### src/rtl/seg_pkg.sv
// Shared types, constants and the hex-to-segment table for the 7-segment scanner.
// Combinational constants only; no latency; no flow control.
// Segment order is {dp,g,f,e,d,c,b,a}, active-low throughout.
package seg_pkg;

    typedef logic [7:0] seg_t;

    typedef enum logic {PH_DEAD, PH_DRIVE} phase_t;

    localparam seg_t SEG_OFF = 8'hFF;

    // Active-low {g,f,e,d,c,b,a}; entry n is the glyph for nibble n (lowercase b and d).
    localparam logic [15:0][6:0] HEX7_TAB = {
        7'h0E, 7'h06, 7'h21, 7'h46, 7'h03, 7'h08, 7'h10, 7'h00,
        7'h78, 7'h02, 7'h12, 7'h19, 7'h30, 7'h24, 7'h79, 7'h40
    };

endpackage

### src/rtl/hex7_decode.sv
// Hex nibble to active-low 7-segment pattern.
// Purely combinational, zero latency.
// No flow control.
module hex7_decode
    import seg_pkg::*;
(
    input  logic [3:0] nib,
    output logic [6:0] seg
);

    assign seg = HEX7_TAB[nib];

endmodule

### src/rtl/seg_scan_display.sv
// Time-multiplexed 7-segment scanner with per-frame snapshot, dead-time and optional SEG_LZB_EN leading-zero blanking.
// AN/SEG registered, 1-clock latency after slot change; inputs captured at each frame boundary.
// No backpressure: free-running refresh from the board clock.
module seg_scan_display
    import seg_pkg::*;
#(
    parameter int DIGITS   = 8,
    parameter int CLK_DIV  = 2500,
    parameter int DEAD_CYC = 16
) (
    input  logic                  clk,
    input  logic                  rst,
    input  logic [4*DIGITS-1:0]   data,
    input  logic [DIGITS-1:0]     dp,
    input  logic [DIGITS-1:0]     blank,
    output logic [DIGITS-1:0]     AN,
    output logic [7:0]            SEG,
    output logic                  frame_done
);

    localparam int DW       = (CLK_DIV > 1) ? $clog2(CLK_DIV) : 1;
    localparam int SW       = (DIGITS > 1) ? $clog2(DIGITS) : 1;
    localparam int DEAD_EFF = (CLK_DIV == 1) ? 0 : DEAD_CYC;
    localparam logic [DW-1:0] DIV_MAX = DW'(CLK_DIV - 1);
    localparam logic [SW-1:0] SEL_MAX = SW'(DIGITS - 1);

    logic [DW-1:0]          div_cnt;
    logic [SW-1:0]          sel;
    logic                   first_tick;
    logic                   tick;
    logic                   boundary;
    logic [DIGITS-1:0][3:0] data_sh;
    logic [DIGITS-1:0]      dp_sh;
    logic [DIGITS-1:0]      blank_sh;
    logic [DIGITS-1:0]      lzb_mask;
    logic [DIGITS-1:0]      an_sel;
    logic [3:0]             nib;
    logic                   dp_cur;
    logic                   dark_cur;
    logic [6:0]             hex_seg;
    phase_t                 phase;

    assign tick     = (div_cnt == DIV_MAX);
    assign boundary = tick && (first_tick || (sel == SEL_MAX));

    always_ff @(posedge clk) begin
        if (!rst) begin
            div_cnt    <= '0;
            sel        <= '0;
            first_tick <= 1'b1;
            frame_done <= 1'b0;
            data_sh    <= '0;
            dp_sh      <= '0;
            blank_sh   <= '1;
        end else begin
            frame_done <= boundary;
            if (tick) begin
                div_cnt    <= '0;
                first_tick <= 1'b0;
                // The first tick after reset restarts the scan at slot 0.
                sel        <= boundary ? '0 : sel + 1'b1;
            end else begin
                div_cnt <= div_cnt + 1'b1;
            end
            if (boundary) begin
                data_sh  <= data;
                dp_sh    <= dp;
                blank_sh <= blank;
            end
        end
    end

    generate
        if (DEAD_EFF == 0) begin : g_no_dead
            assign phase = PH_DRIVE;
        end else begin : g_dead
            localparam logic [DW-1:0] DEAD_V = DW'(DEAD_EFF);
            assign phase = (div_cnt < DEAD_V) ? PH_DEAD : PH_DRIVE;
        end
    endgenerate

`ifdef SEG_LZB_EN
    // A digit goes dark while it and every digit above it is a plain zero; digit 0 always shows.
    logic lz_run;
    always_comb begin
        lz_run   = 1'b1;
        lzb_mask = '0;
        for (int i = DIGITS - 1; i > 0; i--) begin
            lz_run      = lz_run && (data_sh[i] == 4'h0) && !dp_sh[i];
            lzb_mask[i] = lz_run;
        end
    end
`else
    assign lzb_mask = '0;
`endif

    always_comb begin
        nib      = '0;
        dp_cur   = 1'b0;
        dark_cur = 1'b1;
        an_sel   = '1;
        for (int i = 0; i < DIGITS; i++) begin
            if (sel == SW'(i)) begin
                nib       = data_sh[i];
                dp_cur    = dp_sh[i];
                dark_cur  = blank_sh[i] | lzb_mask[i];
                an_sel[i] = 1'b0;
            end
        end
    end

    hex7_decode u_hex7 (
        .nib (nib),
        .seg (hex_seg)
    );

    // Blanked digits keep their anode on so every slot has the same duty cycle.
    always_ff @(posedge clk) begin
        if (!rst) begin
            AN  <= '1;
            SEG <= SEG_OFF;
        end else if (phase == PH_DEAD) begin
            AN  <= '1;
            SEG <= SEG_OFF;
        end else begin
            AN  <= an_sel;
            SEG <= dark_cur ? SEG_OFF : {~dp_cur, hex_seg};
        end
    end

endmodule

### config.mk
export PLATFORM = sky130hd
export DESIGN_NAME = seg_scan_display
export DESIGN_NICKNAME = d
export VERILOG_FILES = /design/src/rtl/seg_pkg.sv /design/src/rtl/hex7_decode.sv /design/src/rtl/seg_scan_display.sv
export SDC_FILE = /design/constraint.sdc
export NUM_CORES = 1
export LEC_CHECK = 0
export ABC_AREA = 1
export CORE_UTILIZATION = 45
export CTS_CLUSTER_SIZE = 20
export DETAILED_ROUTE_END_ITERATION = 16
export GPL_TIMING_DRIVEN = 0
export PLACE_DENSITY = 0.7
export SLEW_MARGIN = 20
export SYNTH_ARGS = -nofsm -noshare
export SYNTH_HDL_FRONTEND = slang
export SYNTH_SLANG_ARGS = --single-unit
### constraint.sdc
create_clock -name clk -period 5.7 [get_ports clk]
set_input_delay 1.14 -clock clk [delete_from_list [all_inputs] [get_ports clk]]
set_output_delay 1.14 -clock clk [all_outputs]
set_load 0.01 [all_outputs]
== After elaboration in Yosys (flattened, before gate mapping) ==
Memory sizes are Yosys's and may differ from the RTL's. A register that Yosys moved wholly into a read port is not among the register bits.
Cells that the tools add are included.

* Memories: 1
* Bits in read-only memories: 112
* Register bits: 81
* Bits in writable memories: 0
* Bits in latches: 0
* Output and inout port bits: 17

{| class="wikitable"
|+ Memories
! name !! words !! bits a word !! read ports !! clocked after memory_dff !! write ports !! line !! source
|-
| (name not given) || 16 || 7 || 1 || 1 || 0 || hex7_decode.sv:11 || <nowiki>assign seg = HEX7_TAB[nib];</nowiki>
|}

* Reductions and logical operators: 6
* Magnitude comparators: 2
* Divide/modulo/power cells: 0
* Mux-type cells: 34
* Multiply operators: 0
* Add/subtract/negate cells: 2
* Shift operators: 0
* Equal/unequal tests: 8
* Bitwise logic cells: 2

{| class="wikitable"
|+ Operators with widths
! kind !! number
|-
| two-way mux 4 bit || 8
|-
| two-way mux 1 bit || 24
|-
| adder 12 x 1 -> 12 bit, second input constant || 1
|-
| == test 12 bit, second input constant || 1
|-
| == test 3 bit, second input constant || 4
|-
| less-than comparator 12 x 5 -> 1 bit, second input constant || 1
|-
| two-way mux 7 bit || 1
|-
| == test 3 x 2 -> 1 bit, second input constant || 2
|-
| less-than comparator 4 x 5 -> 1 bit, second input constant || 1
|-
| OR reduction 2 bit || 2
|-
| adder 3 x 1 -> 3 bit, second input constant || 1
|-
| == test 3 x 1 -> 1 bit, second input constant || 1
|-
| zero test 3 bit || 1
|-
| two-way mux 3 bit || 1
|-
| OR reduction 3 bit || 1
|-
| NOT 1 bit || 2
|-
| logical AND 1 bit || 1
|-
| logical OR 1 bit || 1
|}

== Logic depth before layout (Yosys ltp) ==
* Depth after elaboration: 11
* Depth in mapped cells: 20
* Depth with buffers taken out: 20

== By module ==
Synthesis repeated with hierarchy kept, for this count alone.

* Cell total of the unflattened synthesis: 556
* Area total of the unflattened synthesis: 3,796.1 um^2

{| class="wikitable"
|+ Modules (own cells, without submodules)
! module !! times used !! area each (um^2) !! seq. area each (um^2) !! cells an instance
|-
| seg_scan_display || 1 || 3,522.1 || 1,621.6 || 507
|-
| hex7_decode || 1 || 274.0 || 0.0 || 49
|}

== Worst setup path after synthesis ==
Ideal clock, no wire load.

* Path kind: register to register
* Start point: reg sel[1]
* End point: reg SEG[3]
* Data required time: 5.572 ns
* Cell stages (with the launch flop): 18
* Path buffers: 1
* Arrival time: 1.956 ns
* Path slack: 3.616 ns
* Setup time: 0.128 ns
* Cells stage by stage: dfxtp_1 -> inv_1 -> ha_1 -> buf_2 -> nand2_1 -> inv_1 -> a21oi_1 -> nand2_1 -> nand2_1 -> nand2_1 -> nand2_1 -> ha_1 -> inv_1 -> nand2_1 -> nand2_1 -> inv_1 -> nand2_1 -> nand3_1

* Longest elaborated chain between the ends: 10
* Elaborated cells between the ends (all ways): 25
* Those cells by class: eq/ne: 7; mux: 16; reduce/logical: 2

{| class="wikitable"
|+ Ends and longest elaborated chain
! what !! line !! source
|-
| start, declared || seg_scan_display.sv:28 || <nowiki>logic [SW-1:0] sel;</nowiki>
|-
| start signal, assigned || seg_scan_display.sv:61 || <nowiki>sel <= boundary ? '0 : sel + 1'b1;</nowiki>
|-
| zero test 3 bit || seg_scan_display.sv:103 || <nowiki>if (sel == SW'(i)) begin</nowiki>
|-
| two-way mux 1 bit (8 in series) || seg_scan_display.sv:103 ||
|-
| OR reduction 3 bit (no source line) || - ||
|-
| end, declared || seg_scan_display.sv:17 || <nowiki>output logic [7:0] SEG,</nowiki>
|}

Several ways; a longest one is shown, not always the timed one.
A chain may end at the register's enable or synchronous reset.

== Worst setup path after layout ==
Ends and elaborated chain as after synthesis.

==> metrics.yaml <==
status:
  status: "complete, no violations"
global_route:
  gr-total-overflow: 0
  grt_pass1_vias: 3098
  antenna_found_initial: 0
  grt_pass1_wl_um: 14700
  grt_max_degree: 15
  grt.total_usage: 0.225
setup_path:
  endpoint_kind: "flop"
  worst_path_dominant_cell_family: "simple AND/OR/NAND/NOR gates"
  timing.critical_path.required_ns: 5.94
  critical_path.slowest_cell: "sky130_fd_sc_hd__dfxtp_1"
  delay_of_the_slowest_critical_path_stage_ns: 0.37
  cpMostUsedCell: "sky130_fd_sc_hd__nand2_1"
  critical_path.startpoint_type: "flop"
  worstPathBufferInverterCount: 5
  timing_worst_setup_path_type: "flop to flop"
  arrival_ns: 2.80
  worstPathCellList: "inv_1 > ha_1 > buf_2 > nand2_1 > inv_1 > a21oi_1 > nand2_1 > nand2_1 > nand2_1 > nand2_1 > ha_1 > inv_1 > nand2_1 > nand2_1 > inv_1 > nand2_1 > nand3_1"
  worst-path-max-fanout: 10
yosys:
  synth-compound-area-share: 0.152
  synth_area_leader_cell: "sky130_fd_sc_hd__dfxtp_1"
  synth_area_leaders: "sky130_fd_sc_hd__dfxtp_1 45%, sky130_fd_sc_hd__nand2_1 12%, sky130_fd_sc_hd__inv_1 7.7%"
  yosysTopAreaCellShare: 0.449
  yosys-mux-area-fraction: 0
  synthesis.area_um2: 3610
  synth_top_family_by_area: "simple AND/OR/NAND/NOR gates"
  synth.distinct_cells: 33
  synth-adder-area-share: 0.0381
  synth.avg_cell_area_um2: 7.49
  ys_seq_elements: 81
  ys_seq_area_frac: 0.449
  nets_in_the_synthesized_netlist: 543
  yosys.area_share.simple: 0.249
  synth_xor_xnor_area_share: 0.00243
  synth.yosys.warnings: 0
  postSynthCellCount: 482
clock_tree:
  tritoncts.num_buffers: 9
  clkSlewWorstSetupHoldPaths_ns: 0.09
  insertion_delay_ns: 0.36
  tritoncts: "built"
  cts_sinks: 81
  clock_tree.root_cell: "sky130_fd_sc_hd__clkbuf_8"
  htree_levels: 3
  clockBufferDepth: 2
  cts_resized: 0
  postCtsSetupRepairBufs: 0
  cts_hold_buf: 0
sta:
  final_hold_violation_count: 0
  final.period_utilization: 0.450
  max-slew-margin-rel: 0.701
  grt_setup_unrepaired: "no"
  setup_total_negative_slack_ns: 0
  whs_ns: 0.457
  final.setup.worst_slack_ns: 3.14
  worstMarginPinSlew_ns: 0.448
  tmin_final_ns: 2.56
  slew_viol_final: 0
  fmaxAchievable_mhz: 390
  report.final.setup_viol: 0
  fin_worst_skew_ns: 0.00940
min_path:
  timing.hold.worst.class: "flop to flop"
route:
  detail_route.wl_per_cell_um: 13.1
  via_count: 3271
  wl_um: 8700
  drtAntennaViolNets: 0
  drtIter0Drc: 180
  drcViolationCount: 0
  detail_route.first_pass.iterations: 4
  vias_per_cell: 4.91
power_and_ir_drop:
  power_density_nw_per_um2: 229
  power.ir.vdd_worst_uv: 147
  p_leak_nw: 1.92
  total_power_w: 0.00106
placement:
  dp_hpwl_um: 6400
  pre_cts_slack_ns: 2.80
  gpl.final_weighted_congestion: 0.867
  buffer_ports.inserted: 66
job:
  max_cap_violations: 0
die:
  height_of_the_die_um: 91.6
  die_area_um2: 8380
  placeableCoreArea_um2: 7730
  top_level_ports: 67
  placementRows: 32
  die_x_um: 91.6
  initial_standard_cell_utilization_of_the_core: 0.467
final_layout:
  drive_above_1_share: 0.0851
  synthToLayoutAreaGrowth_pct: 27.5
  fill_cells: 732
  layout.cells.most_common: "sky130_fd_sc_hd__nand2_1"
  antennaDiodeCount: 0
  finalNetCount: 620
  mostFrequentLayoutCells: "116 x sky130_fd_sc_hd__nand2_1, 81 x sky130_fd_sc_hd__dfxtp_1, 74 x sky130_fd_sc_hd__inv_1"
[where the power goes]
| part | internal (W) | switching [W] | total [W] |
|---|---|---|---|
| Combinational | 0.0000331 | 0.0000178 | 0.0000509 |
| Clock | 0.000218 | 0.000218 | 0.000436 |
| Sequential | 0.000567 | 0.00000123 | 0.000568 |
[synthesized netlist by cell type, drive strengths merged]
cell    count
a211oi      2
a21oi      25
a22o       13
a31oi       1
and3        1
buf        11
clkbuf      2
clkinv      1
dfxtp      81
ha         11
inv        80
nand2     122
nand3      33
nand4       4
nor2       31
nor3        4
nor3b       4
nor4        1
o211ai      2
o21ai      47
o22a        3
or2         2
xor2        1
[metal layers]
metal	part of all wire	GRT usage	up-vias
li1	-	-	1689
met1	0.47	0.294	1494
met2	0.47	0.370	78
met3	0.047	0.0310	10
met4	0.018	0.0926	0
met5	0	0	-
[per-stage QoR]
| stage | util | cell area (µm²) | cells |
|---|---|---|---|
| CTS | 0.596 | 4600 | 666 |
| floorplan | - | 3610 | 482 |
| global route | 0.596 | 4600 | 666 |
| finish | 0.596 | 4600 | 666 |
| global placement | 0.569 | 4400 | 650 |
| detailed placement | 0.569 | 4400 | 650 |
[flip-flops by register name, indices dropped and copies added (netlist names), 3 cells and up]
| signal | flops |
|---|---|
| AN | 8 |
| dp_sh | 8 |
| SEG | 8 |
| div_cnt | 12 |
| blank_sh | 8 |
| sel | 3 |
| data_sh | 32 |
[final timing paths]
check | startpoint | to | slack [ns] | depth (start not counted)
max | sel[1] | SEG[3] | 3.14 | 17
min | div_cnt[0] | div_cnt[0] | 0.46 | 1
max reg2reg | sel[1] | SEG[3] | 3.14 | 17
min reg2reg | div_cnt[0] | div_cnt[0] | 0.46 | 1
[worst reg2reg max path, stage by stage, from the launching register on]
cell and delay (ns):
sky130_fd_sc_hd__dfxtp_1 0.37, sky130_fd_sc_hd__inv_1 0.09, sky130_fd_sc_hd__ha_1 0.17, sky130_fd_sc_hd__buf_2 0.18, sky130_fd_sc_hd__nand2_1 0.24, sky130_fd_sc_hd__inv_1 0.18, sky130_fd_sc_hd__a21oi_1 0.15, sky130_fd_sc_hd__nand2_1 0.08
sky130_fd_sc_hd__nand2_1 0.11, sky130_fd_sc_hd__nand2_1 0.07, sky130_fd_sc_hd__nand2_1 0.20, sky130_fd_sc_hd__ha_1 0.28, sky130_fd_sc_hd__inv_1 0.07, sky130_fd_sc_hd__nand2_1 0.05, sky130_fd_sc_hd__nand2_1 0.06, sky130_fd_sc_hd__inv_1 0.04
sky130_fd_sc_hd__nand2_1 0.05, sky130_fd_sc_hd__nand3_1 0.06
[layout make-up]
cell class | count | area (µm²) | area share
multi-input combinational | 307 | 1590 | 0.346
clock inverter | 5 | 63.8 | 0.0139
clock buffer | 11 | 141 | 0.0307
tap | 102 | 128 | 0.0277
sequential | 81 | 1620 | 0.352
buffer | 13 | 87.6 | 0.0190
inverter | 81 | 307 | 0.0666
timing repair buffer | 66 | 661 | 0.144
[kinds of logic (layout without fill, tap and decap cells)]
| kind of cell | count (synthesis) | after routing |
|---|---|---|
| AND/OR/NAND/NOR | 202 | 202 |
| flip-flops | 81 | 81 |
| AO/OA/AOI/OAI | 93 | 93 |
| XOR/XNOR | 1 | 1 |
| adder cells (fa/ha/maj) | 11 | 11 |
| buffers and inverters | 94 | 176 |
Note: power is estimated with default switching activity, not from simulation.
